<file path="config.mk">
export PLATFORM = sky130hd
export DESIGN_NAME = noc_depacketizer
export DESIGN_NICKNAME = d
export VERILOG_FILES = /design/src/rtl/noc_depacketizer.sv
export SDC_FILE = /design/constraint.sdc
export NUM_CORES = 1
export LEC_CHECK = 0
export ABC_AREA = 1
export CORE_MARGIN = 4
export CORE_UTILIZATION = 30
export CTS_CLUSTER_SIZE = 14
export DETAILED_ROUTE_END_ITERATION = 8
export SETUP_SLACK_MARGIN = 0.02
export SYNTH_ARGS = -nofsm -noshare
export SYNTH_HDL_FRONTEND = slang
export SYNTH_SLANG_ARGS = --single-unit
</file>
<file path="constraint.sdc">
create_clock -name clk -period 1.7 [get_ports clk]
set_input_delay 0.51 -clock clk [delete_from_list [all_inputs] [get_ports clk]]
set_output_delay 0.51 -clock clk [all_outputs]
set_load 0.02 [all_outputs]
</file>
<file path="src/rtl/noc_depacketizer.sv">
// rtl/noc_depacketizer.sv - NoC receive-side depacketizer: flit stream to word stream; NOC_DEPKT_STATS_EN adds packet counters
module noc_depacketizer #(
    parameter int FLIT_DATA_WIDTH = 32,
    parameter int MESH_ADDR_X     = 2,
    parameter int MESH_ADDR_Y     = 2,
    parameter int TAIL_LEN_W      = 6
) (
    input  logic                       clk,
    input  logic                       rst,
    input  logic [MESH_ADDR_X-1:0]     local_x,
    input  logic [MESH_ADDR_Y-1:0]     local_y,
    input  logic [FLIT_DATA_WIDTH+1:0] in_flit,
    input  logic                       in_valid,
    output logic                       in_ready,
    output logic [FLIT_DATA_WIDTH-1:0] out_data,
    output logic [TAIL_LEN_W-1:0]      out_bits,
    output logic                       out_last,
    output logic                       out_valid,
    input  logic                       out_ready,
    output logic                       err_misroute,
    output logic                       err_proto
`ifdef NOC_DEPKT_STATS_EN
    ,
    output logic [15:0]                rx_pkt_count,
    output logic [15:0]                drop_pkt_count
`endif
);

    typedef enum logic [1:0] {S_IDLE, S_BODY, S_DROP} state_t;

    localparam logic [1:0] T_HEADER = 2'd0;
    localparam logic [1:0] T_DATA   = 2'd1;
    localparam logic [1:0] T_TAIL   = 2'd2;

    state_t                     r_state;
    state_t                     w_state_next;
    logic [TAIL_LEN_W-1:0]      r_tail_len;
    logic [FLIT_DATA_WIDTH-1:0] r_out_data;
    logic [TAIL_LEN_W-1:0]      r_out_bits;
    logic                       r_out_last;
    logic                       r_out_valid;
    logic                       r_err_misroute;
    logic                       r_err_proto;

    logic [1:0]                 w_type;
    logic [FLIT_DATA_WIDTH-1:0] w_payload;
    logic [TAIL_LEN_W-1:0]      w_hdr_tail;
    logic [MESH_ADDR_Y-1:0]     w_dst_y;
    logic [MESH_ADDR_X-1:0]     w_dst_x;
    logic                       w_dst_match;
    logic                       w_body_ready;
    logic [FLIT_DATA_WIDTH-1:0] w_mask;
    logic                       w_load_beat;
    logic                       w_beat_last;
    logic                       w_latch_hdr;
    logic                       w_misroute;
    logic                       w_proto;

    assign w_type       = in_flit[FLIT_DATA_WIDTH+1:FLIT_DATA_WIDTH];
    assign w_payload    = in_flit[FLIT_DATA_WIDTH-1:0];
    assign w_hdr_tail   = w_payload[TAIL_LEN_W-1:0];
    assign w_dst_y      = w_payload[TAIL_LEN_W+MESH_ADDR_Y-1:TAIL_LEN_W];
    assign w_dst_x      = w_payload[TAIL_LEN_W+MESH_ADDR_Y+MESH_ADDR_X-1:TAIL_LEN_W+MESH_ADDR_Y];
    assign w_dst_match  = (w_dst_x == local_x) && (w_dst_y == local_y);
    // Single output register: a new word may enter only if the current one leaves this cycle.
    assign w_body_ready = !r_out_valid || out_ready;
    assign w_mask       = (r_tail_len >= TAIL_LEN_W'(FLIT_DATA_WIDTH)) ? {FLIT_DATA_WIDTH{1'b1}}
                                                                      : ~({FLIT_DATA_WIDTH{1'b1}} << r_tail_len);

    always_ff @(posedge clk or posedge rst) begin
        if (rst) r_state <= S_IDLE;
        else     r_state <= w_state_next;
    end

    always_comb begin
        w_state_next = r_state;
        in_ready     = 1'b1;
        w_load_beat  = 1'b0;
        w_beat_last  = 1'b0;
        w_latch_hdr  = 1'b0;
        w_misroute   = 1'b0;
        w_proto      = 1'b0;
        case (r_state)
            S_IDLE: begin
                if (in_valid) begin
                    if (w_type == T_HEADER) begin
                        if (w_dst_match) begin
                            w_latch_hdr  = 1'b1;
                            w_state_next = S_BODY;
                        end else begin
                            w_misroute   = 1'b1;
                            w_state_next = S_DROP;
                        end
                    end else begin
                        w_proto = 1'b1;
                    end
                end
            end
            S_BODY: begin
                in_ready = w_body_ready;
                if (in_valid && w_body_ready) begin
                    if (w_type == T_DATA) begin
                        w_load_beat = 1'b1;
                    end else if (w_type == T_TAIL) begin
                        w_load_beat  = 1'b1;
                        w_beat_last  = 1'b1;
                        w_state_next = S_IDLE;
                    end else begin
                        w_proto = 1'b1;
                    end
                end
            end
            S_DROP: begin
                if (in_valid) begin
                    if (w_type == T_TAIL)      w_state_next = S_IDLE;
                    else if (w_type != T_DATA) w_proto = 1'b1;
                end
            end
            default: w_state_next = S_IDLE;
        endcase
    end

    always_ff @(posedge clk or posedge rst) begin
        if (rst) begin
            r_tail_len     <= '0;
            r_out_data     <= '0;
            r_out_bits     <= '0;
            r_out_last     <= 1'b0;
            r_out_valid    <= 1'b0;
            r_err_misroute <= 1'b0;
            r_err_proto    <= 1'b0;
        end else begin
            r_err_misroute <= w_misroute;
            r_err_proto    <= w_proto;
            if (w_latch_hdr) r_tail_len <= w_hdr_tail;
            if (w_load_beat) begin
                r_out_valid <= 1'b1;
                r_out_data  <= w_beat_last ? (w_payload & w_mask) : w_payload;
                r_out_bits  <= w_beat_last ? r_tail_len : TAIL_LEN_W'(FLIT_DATA_WIDTH);
                r_out_last  <= w_beat_last;
            end else if (out_ready) begin
                r_out_valid <= 1'b0;
            end
        end
    end

`ifdef NOC_DEPKT_STATS_EN
    logic [15:0] r_rx_pkt_count;
    logic [15:0] r_drop_pkt_count;

    always_ff @(posedge clk or posedge rst) begin
        if (rst) begin
            r_rx_pkt_count   <= '0;
            r_drop_pkt_count <= '0;
        end else begin
            if (r_out_valid && out_ready && r_out_last) r_rx_pkt_count <= r_rx_pkt_count + 16'd1;
            if (w_misroute) r_drop_pkt_count <= r_drop_pkt_count + 16'd1;
        end
    end

    assign rx_pkt_count   = r_rx_pkt_count;
    assign drop_pkt_count = r_drop_pkt_count;
`endif

    assign out_data     = r_out_data;
    assign out_bits     = r_out_bits;
    assign out_last     = r_out_last;
    assign out_valid    = r_out_valid;
    assign err_misroute = r_err_misroute;
    assign err_proto    = r_err_proto;

endmodule

</file>
Yosys cells after proc, flatten, opt, wreduce, memory -nomap -nowiden. Cells that the tools add are included. W data, S select, Z words.

Register bits: 50. Output and inout bits: 43. Word-level logic and storage cells: 70.

Shift operators: 1. Reductions and logical operators: 8. Order comparisons: 1. Bitwise logic cells: 2. Equality and inequality tests: 12. Mux-type cells: 38.

Operators by type and width (count): $mux W32 (2); $and A32 B32 Y32 (1); $not A32 Y32 (1); $shl A32 B6 Y32 const A (1); $mux W1 (26); $mux W2 (7); $ne A2 B2 Y1 const B (5); $ge A6 B6 Y1 const B (1); $mux W6 (1); $pmux W2 S3 (1); $reduce_and A5 Y1 (1); $eq A2 B1 Y1 const B (2); $eq A2 B2 Y1 (2); $eq A2 B2 Y1 const B (2); $logic_not A2 Y1 (2); $pmux W1 S3 (1); $logic_and A1 B1 Y1 (2); $ne A2 B1 Y1 const B (1); $reduce_bool A2 Y1 (1); $logic_not A1 Y1 (1); $logic_or A1 B1 Y1 (1).

Depth between registers and ports, before layout.
Word-level depth: 6. Gate-level depth with buffers: 9. Depth with buffers taken out: 9.

Least setup slack after synthesis. OpenSTA, ideal clock, no wires.

Kind: in2reg. Start point: input in_flit[32]. End point: register r_out_data[23] (netlist: out_data[23]). Slack: 0.252 ns. Required time: 1.575 ns. Arrival time: 1.323 ns. Stages on the path: 7. Buffers on the path: 2. Cell sequence: inv_1 ha_1 nand2_4 buf_6 buf_6 nand2_1 nand2_1.

Longest elaborated chain between the ends: 6. Elaborated cells on any way between the ends: 10.

RTL lines: start, declared (line 12) `input logic [FLIT_DATA_WIDTH+1:0] in_flit,`; $eq A2 B2 Y1 (line 104) `end else if (w_type == T_TAIL) begin`; $mux W1 (line 104); $mux W1 (line 102) `if (w_type == T_DATA) begin`; $mux W1 (line 101) `if (in_valid && w_body_ready) begin`; $mux W1 (line 83) `case (r_state)`; $mux W32 (line 138) `r_out_data <= w_beat_last ? (w_payload & w_mask) : w_payload;`; end signal, assigned (line 138); end, declared (line 38) `logic [FLIT_DATA_WIDTH-1:0] r_out_data;`.

Several ways; a longest one is shown, not always the timed one. A chain may end at the register's enable or synchronous reset.

Final worst setup path.
Start point: register r_state[1]. End point: output in_ready.

Longest elaborated chain between the ends: 2.

RTL lines: start, declared (line 35) `state_t r_state;`; start signal, assigned (line 72) `else r_state <= w_state_next;`; $eq A2 B1 Y1 (line 83); $mux W1 (line 83); end, declared (line 14) `output logic in_ready,`.

Every way passes these cells.

==> metrics.txt <==
# TYPE chip_impl_metric gauge
chip_impl_metric{name="insertedDiodeCount",unit=""} 0
chip_impl_metric{name="worst_skew_pair.late_latency",unit="ns"} 0.31
chip_impl_metric{name="floorplan.rows",unit=""} 34
chip_impl_metric{name="avgSynthCellArea",unit="um^2"} 7.37
chip_impl_metric{name="path_clk_slew",unit="ns"} 0.10
chip_impl_metric{name="fmax",unit="GHz"} 0.610
chip_impl_metric{name="route.antenna.remaining_nets",unit=""} 0
chip_impl_metric{name="io_pins",unit=""} 85
chip_impl_metric{name="drt-total-wl",unit="mm"} 7.79
chip_impl_metric{name="global_route.usage.total",unit="%"} 15.6
chip_impl_info{name="cp_top_family",value="flip-flops"} 1
chip_impl_metric{name="post-route-period-util",unit="%"} 96.4
chip_impl_info{name="crit_type",value="flop to output port"} 1
chip_impl_info{name="status",value="finished clean"} 1
chip_impl_metric{name="synth.yosys.warnings",unit=""} 0
chip_impl_metric{name="library_cells_used_by_synthesis",unit=""} 23
chip_impl_metric{name="post-synth-top-area-fraction",unit="%"} 47.3
chip_impl_metric{name="detail_route.wl_per_cell",unit="um"} 13.6
chip_impl_info{name="cp_cell_sequence",value="inv_2, ha_4, nand3_2, buf_6"} 1
chip_impl_metric{name="ir_drop",unit="uV"} 662
chip_impl_metric{name="worstPathMaxFanout",unit=""} 3
chip_impl_metric{name="place.gp.congestion",unit=""} 0.851
chip_impl_metric{name="maxCapViolCount",unit=""} 0
chip_impl_metric{name="nNetsFinal",unit=""} 512
chip_impl_metric{name="design.core.area",unit="um^2"} 8640
chip_impl_metric{name="cp_slowest_stage_delay",unit="ns"} 0.40
chip_impl_metric{name="globalRouteOverflowTotal",unit=""} 0
chip_impl_metric{name="instance_area_after_placement",unit="um^2"} 3750
chip_impl_info{name="cts_tree",value="done"} 1
chip_impl_metric{name="final_count_of_hold_timing_violations",unit=""} 0
chip_impl_metric{name="finalInstanceArea",unit="um^2"} 3910
chip_impl_metric{name="area.growth.synth_to_final",unit="%"} 47.9
chip_impl_metric{name="power.share.switching",unit="%"} 40.6
chip_impl_metric{name="power_frac_seq",unit="%"} 40.9
chip_impl_metric{name="grt_antenna_before_repair",unit=""} 0
chip_impl_info{name="critical_path.slowest_cell",value="sky130_fd_sc_hd__dfrtp_1"} 1
chip_impl_metric{name="cellLeakagePower",unit="nW"} 2.23
chip_impl_metric{name="setup_tns",unit="ns"} 0
chip_impl_info{name="endpoint_kind",value="output port"} 1
chip_impl_metric{name="final_period_minus_worst_setup_slack",unit="ns"} 1.64
chip_impl_metric{name="p_int",unit="mW"} 2.57
chip_impl_metric{name="grt_max_degree",unit=""} 51
chip_impl_metric{name="post_route_cells_drive_above_1_share",unit="%"} 11.7
chip_impl_metric{name="global_route_wire_length_before_repair",unit="mm"} 12.6
chip_impl_metric{name="power.clock.fraction",unit="%"} 16.0
chip_impl_metric{name="setup-violations-final",unit=""} 0
chip_impl_metric{name="syn_nets",unit=""} 408
chip_impl_metric{name="synth-seq-area-share",unit="%"} 47.3
chip_impl_metric{name="worst_slew_pin_slew",unit="ns"} 0.498
chip_impl_info{name="synth_area_leaders",value="sky130_fd_sc_hd__dfrtp_1 (47%), sky130_fd_sc_hd__nand2_1 (19%), sky130_fd_sc_hd__inv_1 (6.5%)"} 1
chip_impl_info{name="crit_path_start_kind",value="flop"} 1
chip_impl_metric{name="dr.pass1.iters",unit=""} 4
chip_impl_metric{name="drc",unit=""} 0
chip_impl_metric{name="power_switching",unit="mW"} 1.76
chip_impl_metric{name="cts_buffers",unit=""} 5
chip_impl_info{name="timing.hold.worst.class",value="flop to flop"} 1
chip_impl_metric{name="ctsLongestPathBuffers",unit=""} 2
chip_impl_metric{name="floorplan.initialDensity",unit="%"} 30.6
chip_impl_metric{name="power.density",unit="nW/um^2"} 1100
chip_impl_metric{name="final-max-slew-violation-count",unit=""} 0
chip_impl_metric{name="critical_path_data_required_time",unit="ns"} 1.19
chip_impl_metric{name="die_width",unit="um"} 102
chip_impl_metric{name="num-fill-cells",unit=""} 889
chip_impl_metric{name="drt-initial-drc-count",unit=""} 170
chip_impl_metric{name="synthesis.instances",unit=""} 359
chip_impl_metric{name="synth.cell_area",unit="um^2"} 2650
chip_impl_info{name="clock-root-buffer",value="sky130_fd_sc_hd__clkbuf_8"} 1
chip_impl_metric{name="numPortBuffers",unit=""} 84
chip_impl_metric{name="via_count_of_the_first_global_routing_pass",unit=""} 2553
chip_impl_metric{name="share_comb_of_total_power",unit="%"} 43.0
chip_impl_metric{name="critical_path.n_buffers_inverters",unit=""} 2
chip_impl_metric{name="cts_hold_repair.buffers",unit=""} 0
chip_impl_metric{name="cp.arrival",unit="ns"} 1.13
chip_impl_metric{name="floorplan.die.height",unit="um"} 102
chip_impl_metric{name="fin_skew",unit="ns"} 0.0131
chip_impl_metric{name="die_area",unit="um^2"} 10400
chip_impl_metric{name="yosys_register_bits",unit=""} 50
chip_impl_metric{name="vias_per_cell",unit=""} 4.55
chip_impl_info{name="synth_top_cell_by_area",value="sky130_fd_sc_hd__dfrtp_1"} 1
chip_impl_metric{name="slew_headroom",unit="%"} 66.5
chip_impl_metric{name="detailroute.via_count",unit=""} 2599
chip_impl_metric{name="ctsHtreeMaxLevel",unit=""} 2
chip_impl_metric{name="clock-sinks",unit=""} 50
chip_impl_metric{name="dp_hpwl",unit="mm"} 5.74
chip_impl_info{name="rsz0062_at_grt",value="true"} 1
[logic make-up (layout without fill, tap and decap cells)]
logic type | count (synthesis) | count (layout) | share of synthesized area (%)
flops | 50 | 50 | 47.3
compound gates | 36 | 36 | 7.09
buf+inv | 57 | 161 | 9.50
simple gates | 209 | 209 | 32.8
fa+ha+maj | 7 | 7 | 3.31
[final timing paths]
path,depth (start not counted),to,slack [ns],from
min in group asynchronous,3,out_data[14],0.62,rst
worst max register to register,6,out_data[2],0.16,r_tail_len[4]
worst min-delay path,2,out_data[15],0.49,out_data[15]
worst min register to register,2,out_data[15],0.49,out_data[15]
worst max-delay path,4,in_ready,0.06,r_state[1]
max in group asynchronous,3,err_proto,0.84,rst
[synth_stat cells]
cell	number
sky130_fd_sc_hd__o21ai_1	1
sky130_fd_sc_hd__nand4_1	7
sky130_fd_sc_hd__inv_1	46
sky130_fd_sc_hd__nand2_1	132
sky130_fd_sc_hd__nor2_4	1
sky130_fd_sc_hd__nand2_2	1
sky130_fd_sc_hd__buf_6	4
sky130_fd_sc_hd__o2111ai_1	2
sky130_fd_sc_hd__a21oi_1	4
sky130_fd_sc_hd__nor2_1	36
sky130_fd_sc_hd__nand3_1	25
sky130_fd_sc_hd__nand3_2	1
sky130_fd_sc_hd__nor2_2	3
sky130_fd_sc_hd__inv_2	2
sky130_fd_sc_hd__ha_1	7
sky130_fd_sc_hd__dfrtp_1	50
sky130_fd_sc_hd__buf_2	3
sky130_fd_sc_hd__nand2_4	1
sky130_fd_sc_hd__o21ai_0	29
sky130_fd_sc_hd__buf_4	1
sky130_fd_sc_hd__or2_2	1
sky130_fd_sc_hd__nor3_1	1
sky130_fd_sc_hd__clkbuf_1	1
[per-layer routing]
metal	up-vias	share of wire (%)	wire [um]	track usage, %
met5	-	0	0	0
met4	0	0.76	59	3.33
met3	5	6.9	539	4.16
met2	80	47	3660	25.0
met1	1193	45	3530	21.3
li1	1321	-	-	-
[state kept, by name, summed over array words and instances, names as in the netlist]
register and flops:
out_data 32, out_bits 6, r_tail_len 6, r_state 2, err_misroute 1, err_proto 1
out_last 1, out_valid 1
[final cells by class]
class / count / area (um^2) / share of cell area (%)
clock buffer: 5 / 68.8 / 1.76
clock inverter: 2 / 13.8 / 0.352
inverter: 48 / 189 / 4.83
multi-input combinational: 252 / 1210 / 31.0
sequential: 50 / 1250 / 32.0
tap: 108 / 135 / 3.45
timing repair buffer: 106 / 1040 / 26.7
[per-stage QoR]
stage / hold slack (ns) / setup slack (ns) / instances / total power, mW / utilization (%)
final: 0.485 / 0.0614 / 571 / 4.32 / 45.3
after global routing: 0.514 / 0.00550 / 571 / 4.66 / 45.3
after CTS: 0.488 / -0.0455 / 571 / 4.35 / 44.9
after detailed placement: 0.469 / -0.474 / 562 / 3.85 / 43.5
after global placement: 0.465 / -0.476 / 562 / 3.81 / 43.5
after floorplan: 0.503 / 0.252 / 359 / 2.79 / -
[layout by cell type, fill, tap and decap left out, drive strengths merged, types with 5 or more instances in the layout]
master | synthesis | final
dfrtp | 50 | 50
ha | 7 | 7
nand2 | 134 | 134
inv | 48 | 48
dlygate4sd2 | 0 | 43
buf | 8 | 22
nor2 | 40 | 40
o21ai | 30 | 30
nand3 | 26 | 26
clkbuf | 1 | 5
nand4 | 7 | 7
clkdlybuf4s50 | 0 | 37
[tightest hold or removal path, delay by kind of cell, from the launching register on]
family           cells  cell delay [ns]
flip-flops           1             0.35
AND/OR/NAND/NOR      2             0.10
[repair_timing]
action                     in CTS  in global routing
buffers inserted                0                  0
gates resized for setup        63                 18
gates cloned                    2                  0
setup endpoints to repair      77                 46
pin swaps                       3                  7
[power by group through the flow]
stage | combinational, mW | sequential, mW | clock [mW]
2_1_floorplan | 0.629 | 2.16 | 0
3_3_place_gp | 2.01 | 1.80 | 0
3_5_place_dp | 2.05 | 1.80 | 0
4_1_cts | 1.86 | 1.77 | 0.718
5_1_grt | 2.06 | 1.82 | 0.786
6_report | 1.86 | 1.77 | 0.693
Power figures use the tool's default switching activity.
